--- src/rtl/rom_streamer_pkg.sv ---
// Shared types and constants for the ROM burst streamer and its output FIFO.
package rom_streamer_pkg;

    typedef enum logic [1:0] {
        IDLE  = 2'd0,
        RUN   = 2'd1,
        DRAIN = 2'd2,
        DONE  = 2'd3
    } state_t;

    typedef logic [1:0] fifo_cnt_t;

    localparam fifo_cnt_t FIFO_DEPTH = 2'd2;

    // Words that will occupy the FIFO after this edge if no further issue happens.
    function automatic logic [2:0] occupancy(fifo_cnt_t cnt, logic pend, logic pop);
        return {1'b0, cnt} + 3'(pend) - 3'(pop);
    endfunction

endpackage

--- src/rtl/rom_streamer_stream_fifo2.sv ---
// Two-entry synchronous FIFO carrying a data word plus its end-of-burst tag.
module stream_fifo2
    import rom_streamer_pkg::*;
#(
    parameter int DATA_WIDTH = 8
) (
    input  logic                  clk_i,
    input  logic                  rst_i,
    input  logic                  push_i,
    input  logic [DATA_WIDTH-1:0] data_i,
    input  logic                  last_i,
    input  logic                  pop_i,
    output logic [DATA_WIDTH-1:0] data_o,
    output logic                  last_o,
    output fifo_cnt_t             count_o,
    output logic                  empty_o
);

    logic [DATA_WIDTH-1:0] data_q [FIFO_DEPTH];
    logic                  last_q [FIFO_DEPTH];
    logic                  wr_ptr_q;
    logic                  rd_ptr_q;
    fifo_cnt_t             count_q;
    fifo_cnt_t             count_d;
    logic                  push_ok;
    logic                  pop_ok;

    assign push_ok = push_i && (count_q != FIFO_DEPTH);
    assign pop_ok  = pop_i && (count_q != 2'd0);

    always_comb begin
        count_d = count_q;
        case ({push_ok, pop_ok})
            2'b10:   count_d = count_q + 2'd1;
            2'b01:   count_d = count_q - 2'd1;
            default: count_d = count_q;
        endcase
    end

    always_ff @(posedge clk_i) begin
        if (rst_i) begin
            wr_ptr_q <= 1'b0;
            rd_ptr_q <= 1'b0;
            count_q  <= 2'd0;
        end else begin
            if (push_ok) begin
                wr_ptr_q <= ~wr_ptr_q;
            end
            if (pop_ok) begin
                rd_ptr_q <= ~rd_ptr_q;
            end
            count_q <= count_d;
        end
    end

    // Storage is not reset; the count alone decides what is visible.
    always_ff @(posedge clk_i) begin
        if (push_ok) begin
            data_q[wr_ptr_q] <= data_i;
            last_q[wr_ptr_q] <= last_i;
        end
    end

    assign data_o  = data_q[rd_ptr_q];
    assign last_o  = last_q[rd_ptr_q];
    assign count_o = count_q;
    assign empty_o = (count_q == 2'd0);

endmodule

--- src/rtl/rom_streamer.sv ---
// Burst reader: drives a 1-cycle-latency ROM and streams the words out as valid/ready with last.
// Optional feature macro: ROM_STREAMER_CHECKSUM_EN adds checksum_o (wrapping sum of transferred beats).
module rom_streamer
    import rom_streamer_pkg::*;
#(
    parameter int DATA_WIDTH = 8,
    parameter int ADDR_WIDTH = 8
) (
    input  logic                  clk_i,
    input  logic                  rst_i,
    input  logic                  start_i,
    input  logic [ADDR_WIDTH-1:0] base_addr_i,
    input  logic [ADDR_WIDTH:0]   length_i,
    output logic                  busy_o,
    output logic                  done_o,
    output logic [ADDR_WIDTH-1:0] rom_addr_o,
    input  logic [DATA_WIDTH-1:0] rom_data_i,
    output logic [DATA_WIDTH-1:0] m_data_o,
    output logic                  m_valid_o,
    input  logic                  m_ready_i,
    output logic                  m_last_o
`ifdef ROM_STREAMER_CHECKSUM_EN
    ,
    output logic [DATA_WIDTH-1:0] checksum_o
`endif
);

    localparam logic [ADDR_WIDTH-1:0] ADDR_ONE = 1;
    localparam logic [ADDR_WIDTH:0]   REM_ONE  = 1;

    state_t                state_q;
    logic [ADDR_WIDTH-1:0] rom_addr_q;
    logic [ADDR_WIDTH:0]   remaining_q;
    logic                  pending_q;
    logic                  pending_last_q;
    logic                  busy_q;
    logic                  done_q;

    logic [DATA_WIDTH-1:0] fifo_data;
    logic                  fifo_last;
    fifo_cnt_t             fifo_count;
    logic                  fifo_empty;

    logic                  pop;
    logic                  accept;
    logic                  issue;
    logic                  last_issue;
    logic                  drain_done;

    assign m_valid_o = !fifo_empty;
    assign pop       = m_valid_o && m_ready_i;
    assign accept    = (state_q == IDLE) && start_i;

    // Issue only if the word cannot overflow the FIFO when it lands next cycle.
    assign issue      = (state_q == RUN) && (occupancy(fifo_count, pending_q, pop) < 3'd2);
    assign last_issue = issue && (remaining_q == REM_ONE);

    // Looks past the current edge so done_o follows the last transfer by one cycle.
    assign drain_done = !pending_q &&
                        ((fifo_count == 2'd0) || ((fifo_count == 2'd1) && pop));

    always_ff @(posedge clk_i) begin
        if (rst_i) begin
            state_q        <= IDLE;
            rom_addr_q     <= '0;
            remaining_q    <= '0;
            pending_q      <= 1'b0;
            pending_last_q <= 1'b0;
            busy_q         <= 1'b0;
            done_q         <= 1'b0;
        end else begin
            pending_q      <= issue;
            pending_last_q <= last_issue;
            case (state_q)
                IDLE: begin
                    if (start_i) begin
                        rom_addr_q  <= base_addr_i;
                        remaining_q <= length_i;
                        busy_q      <= 1'b1;
                        if (length_i == '0) begin
                            state_q <= DONE;
                            done_q  <= 1'b1;
                        end else begin
                            state_q <= RUN;
                        end
                    end
                end
                RUN: begin
                    if (issue) begin
                        rom_addr_q  <= rom_addr_q + ADDR_ONE;
                        remaining_q <= remaining_q - REM_ONE;
                        if (last_issue) begin
                            state_q <= DRAIN;
                        end
                    end
                end
                DRAIN: begin
                    if (drain_done) begin
                        state_q <= DONE;
                        done_q  <= 1'b1;
                    end
                end
                DONE: begin
                    state_q <= IDLE;
                    done_q  <= 1'b0;
                    busy_q  <= 1'b0;
                end
                default: begin
                    state_q <= IDLE;
                end
            endcase
        end
    end

    stream_fifo2 #(
        .DATA_WIDTH(DATA_WIDTH)
    ) u_fifo (
        .clk_i  (clk_i),
        .rst_i  (rst_i),
        .push_i (pending_q),
        .data_i (rom_data_i),
        .last_i (pending_last_q),
        .pop_i  (pop),
        .data_o (fifo_data),
        .last_o (fifo_last),
        .count_o(fifo_count),
        .empty_o(fifo_empty)
    );

    assign busy_o     = busy_q;
    assign done_o     = done_q;
    assign rom_addr_o = rom_addr_q;
    assign m_data_o   = fifo_data;
    assign m_last_o   = fifo_last && m_valid_o;

`ifdef ROM_STREAMER_CHECKSUM_EN
    logic [DATA_WIDTH-1:0] checksum_q;
    logic [DATA_WIDTH-1:0] checksum_d;

    always_comb begin
        checksum_d = checksum_q;
        if (accept) begin
            checksum_d = '0;
        end else if (pop) begin
            checksum_d = checksum_q + m_data_o;
        end
    end

    always_ff @(posedge clk_i) begin
        if (rst_i) begin
            checksum_q <= '0;
        end else begin
            checksum_q <= checksum_d;
        end
    end

    assign checksum_o = checksum_q;
`endif

endmodule
--- config.mk ---
export PLATFORM = sky130hd
export DESIGN_NAME = rom_streamer
export DESIGN_NICKNAME = d
export VERILOG_FILES = /design/src/rtl/rom_streamer_pkg.sv /design/src/rtl/rom_streamer_stream_fifo2.sv /design/src/rtl/rom_streamer.sv
export SDC_FILE = /design/constraint.sdc
export NUM_CORES = 1
export LEC_CHECK = 0
export ABC_CLOCK_PERIOD_IN_PS = 5100
export CAP_MARGIN = 40
export CORE_AREA = 4 4 81 64
export CTS_BUF_LIST = sky130_fd_sc_hd__clkbuf_16
export DETAILED_ROUTE_END_ITERATION = 8
export DIE_AREA = 0 0 85 68
export GPL_ROUTABILITY_DRIVEN = 0
export PLACE_DENSITY = 0.83
export SLEW_MARGIN = 20
export SYNTH_ARGS = -nofsm -noshare
export SYNTH_HDL_FRONTEND = slang
export SYNTH_SLANG_ARGS = --single-unit
--- constraint.sdc ---
create_clock -name clk_i -period 5.1 [get_ports clk_i]
set_input_delay 1.02 -clock clk_i [delete_from_list [all_inputs] [get_ports clk_i]]
set_output_delay 1.02 -clock clk_i [all_outputs]
set_load 0.02 [all_outputs]
# ---- Word-level counts from Yosys, hierarchy flattened
# Memories as Yosys holds them, arrays and structs flattened. A register that Yosys moved wholly into a read port is not among the register bits.
# Cells that the tools add are included.
# W data, S select, Z words.
dict set report op_classes {
  div_mod_pow 0
  n_mul 0
  n_bitwise 2
  order_cmp 1
  reduce_logical 23
  eq_ne 13
  n_shift 0
  n_mux 25
  addsub 6
}
# op n
set op_table {}
lappend op_table {{$mux W9} 2}
lappend op_table {{$pmux W9 S2} 1}
lappend op_table {{$mux W8} 2}
lappend op_table {{$pmux W8 S2} 1}
lappend op_table {{$mux W1} 10}
lappend op_table {{$mux W2} 5}
lappend op_table {{$ne A2 B2 Y1 const B} 5}
lappend op_table {{$eq A9 B1 Y1 const B} 1}
lappend op_table {{$logic_not A9 Y1} 1}
lappend op_table {{$sub A9 B1 Y9 const B} 1}
lappend op_table {{$add A8 B1 Y8 const B} 1}
lappend op_table {{$logic_and A1 B1 Y1} 8}
lappend op_table {{$pmux W2 S4} 1}
lappend op_table {{$reduce_and A4 Y1} 2}
lappend op_table {{$reduce_bool A2 Y1} 4}
lappend op_table {{$eq A2 B1 Y1 const B} 3}
lappend op_table {{$eq A2 B2 Y1 const B} 3}
lappend op_table {{$logic_not A2 Y1} 2}
lappend op_table {{$pmux W2 S2} 1}
lappend op_table {{$add A2 B1 Y3} 1}
lappend op_table {{$lt A3 B2 Y1 const B} 1}
lappend op_table {{$pmux W1 S3} 1}
lappend op_table {{$reduce_and A3 Y1} 1}
lappend op_table {{$reduce_bool A3 Y1} 1}
lappend op_table {{other kinds (9)} 11}
dict set report totals {
  mem_count 2
  output_inout_bits 20
  latchBits 0
  ram_bits 18
  register_bits 27
  input_bits 29
  word_cells 82
  romBits 0
}
# name depth word_bits read_ports rd_clocked_by_memory_dff wr line
set mem_list {}
lappend mem_list {u_fifo.data_q 2 8 1 1 1 rom_streamer_stream_fifo2.sv:19} ;# logic [DATA_WIDTH-1:0] data_q [FIFO_DEPTH];
lappend mem_list {u_fifo.last_q 2 1 1 1 1 rom_streamer_stream_fifo2.sv:20} ;# logic last_q [FIFO_DEPTH];

# ---- Longest topological paths before layout
dict set report logic_depth {
  ltp_word 10
  ltp_mapped 11
  depth_no_buf 10
}

# ---- Hierarchy
# From an unflattened synthesis, not the netlist that was laid out.
dict set report unflattened {
  cells_unflattened 242
  hier_area_um2 2374.8
}
# module seq_area_each_um2 n_inst cells_per_inst area_each_um2
set by_module_without_submodules {}
lappend by_module_without_submodules {rom_streamer 460.4 1 189 1510.2}
lappend by_module_without_submodules {stream_fifo2 640.6 1 53 864.6}

# ---- Worst setup path before layout
# Ideal clock, no wire load.
dict set report synth_path {
  path_kind {input to register}
  from {input m_ready_i}
  to {register remaining_q[3]}
  path_buffers 1
  required_ns 5.014
  setup_time_ns 0.086
  slack_ns 1.962
  arrival_time_ns 3.053
  stages 9
  cell_sequence {nor2b_1 -> ha_1 -> nand2b_1 -> fa_1 -> xnor2_2 -> a41o_1 -> clkbuf_1 -> a21oi_1 -> a211oi_1}
}
dict set report synth_between {
  elab_chain_len 6
}
# item line
set synth_lines {}
lappend synth_lines {{start: declaration} rom_streamer.sv:20} ;# input logic m_ready_i,
lappend synth_lines {{$logic_and A1 B1 Y1} rom_streamer.sv:51} ;# assign pop = m_valid_o && m_ready_i;
lappend synth_lines {{$sub A3 B1 Y3} rom_streamer_pkg.sv:17} ;# return {1'b0, cnt} + 3'(pend) - 3'(pop);
lappend synth_lines {{$lt A3 B2 Y1} rom_streamer.sv:55} ;# assign issue = (state_q == RUN) && (occupancy(fifo_count, pending_q, pop) < 3'd2);
lappend synth_lines {{$logic_and A1 B1 Y1} rom_streamer.sv:55}
lappend synth_lines {{$ne A2 B2 Y1 (no source line)} n/a}
lappend synth_lines {{$reduce_and A3 Y1 (no source line)} n/a}
lappend synth_lines {{end signal: assignment} rom_streamer.sv:78} ;# remaining_q <= length_i;
lappend synth_lines {{end signal: assignment} rom_streamer.sv:91} ;# remaining_q <= remaining_q - REM_ONE;
lappend synth_lines {{end: declaration} rom_streamer.sv:33} ;# logic [ADDR_WIDTH:0] remaining_q;
# Every way passes these cells.
# A chain may end at the register's enable or synchronous reset.

# ---- Worst setup path in the final report
dict set report layout_path {
  from {input m_ready_i}
  to {register remaining_q[0]}
}
# Same word-level chain as after synthesis.

==> results.md <==
* Status: complete, no violations
* DIE WIDTH at about 85 um
* Ys async rst share at 0%
* IO buf count at between 40 and 50
* CTS sink cnt at 46
* Row count at 21
* Ranking of synthesized cells by area: dfxtp_1, edfxtp_1, ha_1
* WP data required at between 5000 and 6000 ps
* Wire per inst at between 15 and 20 um
* PwrDens at 597 nW/um2
* YS warnings at 0
* Compound-Gate Fraction of Synth Area at between 15 and 20%
* Count of pins over their slew limit at 0
* Clock-pin slew on the worst setup and hold paths at 60 ps
* Hold_buf cts at 0
* Post-Syn Nets at about 280
* Core Area at about 4400 um2
* F_max at 266 MHz
* First-pass DRT Iterations at 6
* EDFF count, synth at 18
* Final setup vio count at 0
* Tot GR Track Use at about a fifth
* Cell variety after synth at 49
* Setup bufs post-CTS at 0
* Slew of the pin with the lowest slew margin at 875 ps
* Fin cells at between 300 and 400
* DRT antenna net count at 0
* Cells after Synth at 240
* Worst clock skew at 4.79 ps
* WP data arrival at approximately 4000 ps
* Synth area leader: dfxtp_1
* Worst min path class: reg -> reg
* Count leader, synth: dfxtp_1
* XOR/XNOR Fraction of Synth Area at 2.18%
* CP Capture Type: register
* Post-Synth Simple-Gate Area at around 18%
* Root buf cell: clkbuf_16
* Largest family of logic cells by synthesized area: compound AO/OA/AOI/OAI gates
* Worst setup SP type: input pin
* R2r setup slk at around 1700 ps
* Die height at a little under 70 um
* Top-area cell type share of the netlist area at about a quarter
* Vias after detailed routing at 1986
* Clk_lat worst skew at roughly 290 ps
* Synth cell count leaders: dfxtp_1, nor2_1, a21oi_1, o21ai_0, edfxtp_1
* Placed cell count at 337
* Post-Syn Area at 2360 um2
* Post-route clock period utilization at 73.6%
* Yosys reg bits at 46
* Post-DP HPWL at 3.89 mm
* Total Power at between 1500 and 2000 uW
* Largest net degree at the start of global routing at 22
* Post-synthesis adder-cell area fraction at 7.22%
* First-pass GRT wire length at 9.11 mm
* Worst Path Max Fanout at 13
* Starting density of the core at between 50 and 60%
* Drc violations at 0
* Mux cell area share after synthesis at between 5 and 6%
* Synth-to-layout area growth at 30.3%
* Total grt overflow at 0
* Final Hold Fails at 0
* Syn Area/Cell at 9.82 um2
* Leak at approximately 0.0011 uW
* Slew HR at between 40% and 50%
* Crit path kind: in -> reg
* I/O pin cnt at 49
* RSZ-0062 raised after global routing: no
* TNS Setup at 0 ps
* Peak VDD IR at about 0.35 mV
* Layout cells sized above 1 at approximately 9%
* Tmin final at 3750 ps
* WL final at roughly 5.5 mm
* Die ar. at 5780 um2
* CTS max path bufs at 2
* Initial antenna violation count at 0
* Nets at approximately 330
* Most used DFF post-synth: dfxtp_1
* # Max-Cap Violations at 0
* Vias in the first global route at approximately 1900
* PostCTS Resize Cnt at 0
* # diodes at 0
* Drt initial violations at between 150 and 200
* CTS tree: built
* Post-DR vias/cell at 5.76
* H-tree depth at 2
* Seq/Total Area, Yosys at approximately 47%
* CTS Buf Count at 5
registers in the layout (all words and copies together) (netlist names), named ones only:
name             count
pending_last_q       1
pending_q            1
u_fifo.last_q        2
rom_addr_o           8
done_o               1
u_fifo.wr_ptr_q      1
state_q              2
u_fifo.data_q       16
busy_o               1
u_fifo.count_o       2
u_fifo.rd_ptr_q      1
remaining_q          9
per-layer routing:
metal / part of all wire, % / vias up / GRT usage, %
met3: 6.2 / 10 / 5.29
met2: 47 / 71 / 31.5
met1: 45 / 935 / 27.0
met4: 1.5 / 0 / 8.10
li1: - / 970 / -
met5: 0 / - / 0
cells by family after synthesis:
| family | after synthesis |
|---|---|
| flip-flops | 46 |
| adder cells (fa/ha/maj) | 13 |
| multiplexers | 11 |
| AND/OR/NAND/NOR | 77 |
| buffers and inverters | 22 |
| XOR/XNOR | 5 |
| AO/OA/AOI/OAI | 66 |
through the flow:
step | setup WS [ps] | util [%] | hold WS [ps] | instance area [um2]
final | 1350 | 70.0 | 432 | 3070
after floorplan | 1960 | - | 404 | 2360
after CTS | 1340 | 70.0 | 435 | 3070
after detailed placement | 1080 | 66.2 | 418 | 2900
after global routing | 1140 | 70.0 | 462 | 3070
after global placement | 1110 | 65.5 | 408 | 2870
worst max-delay path: stages:
cell and delay (ps):
clkdlybuf4s50_1 460, nor2b_1 250, ha_1 280, nand2b_1 150
fa_1 410, xnor2_2 240, a41o_1 470, buf_4 270
o21ai_0 100, a221oi_1 300
placed cells by master, fill, tap and decap left out, types with 5 or more instances in the layout:
master           instances
inv_1                   12
clkbuf_16                5
nand3_1                  7
nand2b_1                 5
a211oi_1                 8
clkdlybuf4s50_1         48
edfxtp_1                18
nor3_1                   8
nor2b_1                  7
a21oi_1                 20
o21ai_0                 19
ha_1                    12
dfxtp_1                 28
mux2_2                   9
nor2_1                  21
nand2_1                 13
where the power goes:
part           switching [uW]  internal, uW
logic                     487           387
clock network             134           229
registers                 111           485
total                     732          1100
final timing paths:
path	start	endpoint	depth (start not counted)
hold reg to reg	pending_last_q	u_fifo.last_q[0]	0
hold / removal	pending_last_q	u_fifo.last_q[0]	0
setup / recovery	m_ready_i	remaining_q[0]	10
setup reg to reg	u_fifo.count_o[1]	remaining_q[0]	11
layout make-up:
cell class	count	area (um2)
multi-input combinational	172	1170
clock buffer	5	125
tap	57	71.3
clock inverter	3	41.3
timing repair buffer	51	518
sequential	46	1100
fill	326	1320
inverter	11	41.3
No activity file was read; power rests on OpenSTA's default activity.
==> variant, RTL diff (config.mk and constraints unchanged) <==
Change the parameter `ADDR_WIDTH` from 8 to 7.
--- a/src/rtl/rom_streamer.sv
+++ b/src/rtl/rom_streamer.sv
@@ -5,5 +5,5 @@
 #(
     parameter int DATA_WIDTH = 8,
-    parameter int ADDR_WIDTH = 8
+    parameter int ADDR_WIDTH = 7
 ) (
     input  logic                  clk_i,
Interface: changed (resized base_addr_i, length_i and rom_addr_o); port bits go from 49 to 46. No check against the original RTL was run, so the function may have changed too.
==> variant against the original RTL <==
- largest cell class unchanged
- area after synthesis shrank 4.5%
- routed wire length is 15% lower
- critical path depth decreased by 1
- die area stayed put
- sequential cell count decreased by 2
- total power shrank 8.2%
- final area is 4.3% lower
- first-iteration DRC count decreased by 50%
- worst setup slack better by 0.038 ns
- non-clock buffer count is 3 lower
==> variant: results (changes against the original RTL) <==
- Multi-input gates: 160 (was 172)
- CTS sink count: 44 (was 46)
- Share of layout cells above drive strength 1: 0.09559 (was 0.09028)
- ClkCell Share: 0.05877 (was 0.05420)
- Post-Route WL: 4656 um (was 5505 um)
- Synth Area in Compound Gates: 0.1723 (was 0.1768)
- Via Count: 1,768 (was 1,986)
- Detailed Place HPWL: 3363 um (was 3895 um)
- Port bufs: 45 (was 48)
- Adder-cell share of the synthesized area: 0.07560 (was 0.07219)
- CP Max Fanout: 17 (was 13)
- Worst slew pin tran: 0.8042 ns (was 0.8748 ns)
- Vias in the first global route: 1,703 (was 1,891)
- Nets@finish: 311 (was 329)
- Leakage power: 1.072 nW (was 1.104 nW)
- Multiplexer area fraction after synthesis: 0.05392 (was 0.05149)
- Non-CTS buffers: 48 (was 51)
- Net Sw Frac: 0.3800 (was 0.3995)
- Cell Count, Final, Fillers Out: 329 (was 345)
- Worst path max stage delay: 0.59 ns (was 0.47 ns)
- Clock Skew: 0.004097 ns (was 0.004788 ns)
- Synth area leaders: edfxtp_1 (24%), dfxtp_1 (23%), ha_1 (6.7%) (was dfxtp_1 (24%), edfxtp_1 (23%), ha_1 (6.4%))
- Most frequent cells after synthesis: dfxtp_1 (26), nor2_1 (21), edfxtp_1 (18) (was dfxtp_1 (28), nor2_1 (21), a21oi_1 (20))
- Setup slack, reg-to-reg: 1.80 ns (was 1.74 ns)
- Sequential cell area share: 0.3612 (was 0.3586)
- Iter 0 DRT Violations: 93 (was 186)
- FF-to-FF path depth: 10 (was 11)
- Layout fillers: 333 (was 326)
- Peak VDD IR: 0.0003052 V (was 0.0003486 V)
- Mapped Nets: 266 (was 282)
- Inverters: 12 (was 11)
- Largest net degree at the start of global routing: 23 (was 22)
- Syn Area/Cell: 9.960 um2 (was 9.822 um2)
- CP arrival: 3.90 ns (was 3.94 ns)
- Final hold slack: 0.4361 ns (was 0.4317 ns)
- TritonRoute pass-1 iters: 4 (was 6)
- Layout non-clock buf frac: 0.1635 (was 0.1687)
- Final Cycle Share: 0.7287 (was 0.7361)
- Instance area at placement: 2765 um2 (was 2904 um2)
- PwrDens: 573.2 nW/um2 (was 597.1 nW/um2)
- Status: finished clean (unchanged)
- First-pass GRT wire length: 7693 um (was 9114 um)
- GRT Total Usage: 0.1667 (was 0.2019)
==> variant: changes by cell type after synthesis, moves of 3 or more <==
| cell | unedited run | this run |
|---|---|---|
| a211oi_1 | 8 | 4 |
| a21oi_1 | 20 | 15 |
| nand3_1 | 7 | 3 |
| nor3_1 | 8 | 5 |
| nor4_1 | 1 | 5 |
| o21ai_0 | 19 | 15 |
==> variant: power by group through the flow <==
stage	Sequential (mW)	Combinational, mW	Clock (mW)
6_report	0.545	0.774	0.365
5_1_grt	0.561	0.853	0.383
4_1_cts	0.544	0.776	0.368
3_5_place_dp	0.550	0.767	0
3_3_place_gp	0.548	0.747	0
2_1_floorplan	0.550	0.530	0
==> variant: layer usage <==
layer | GRT usage | vias to the layer above | routed length [um]
met3 | 0.03490 | 5 | 191
met5 | 0 | - | 0
met1 | 0.2178 | 819 | 2255
li1 | - | 909 | -
met2 | 0.2800 | 35 | 2157
met4 | 0.05336 | 0 | 52
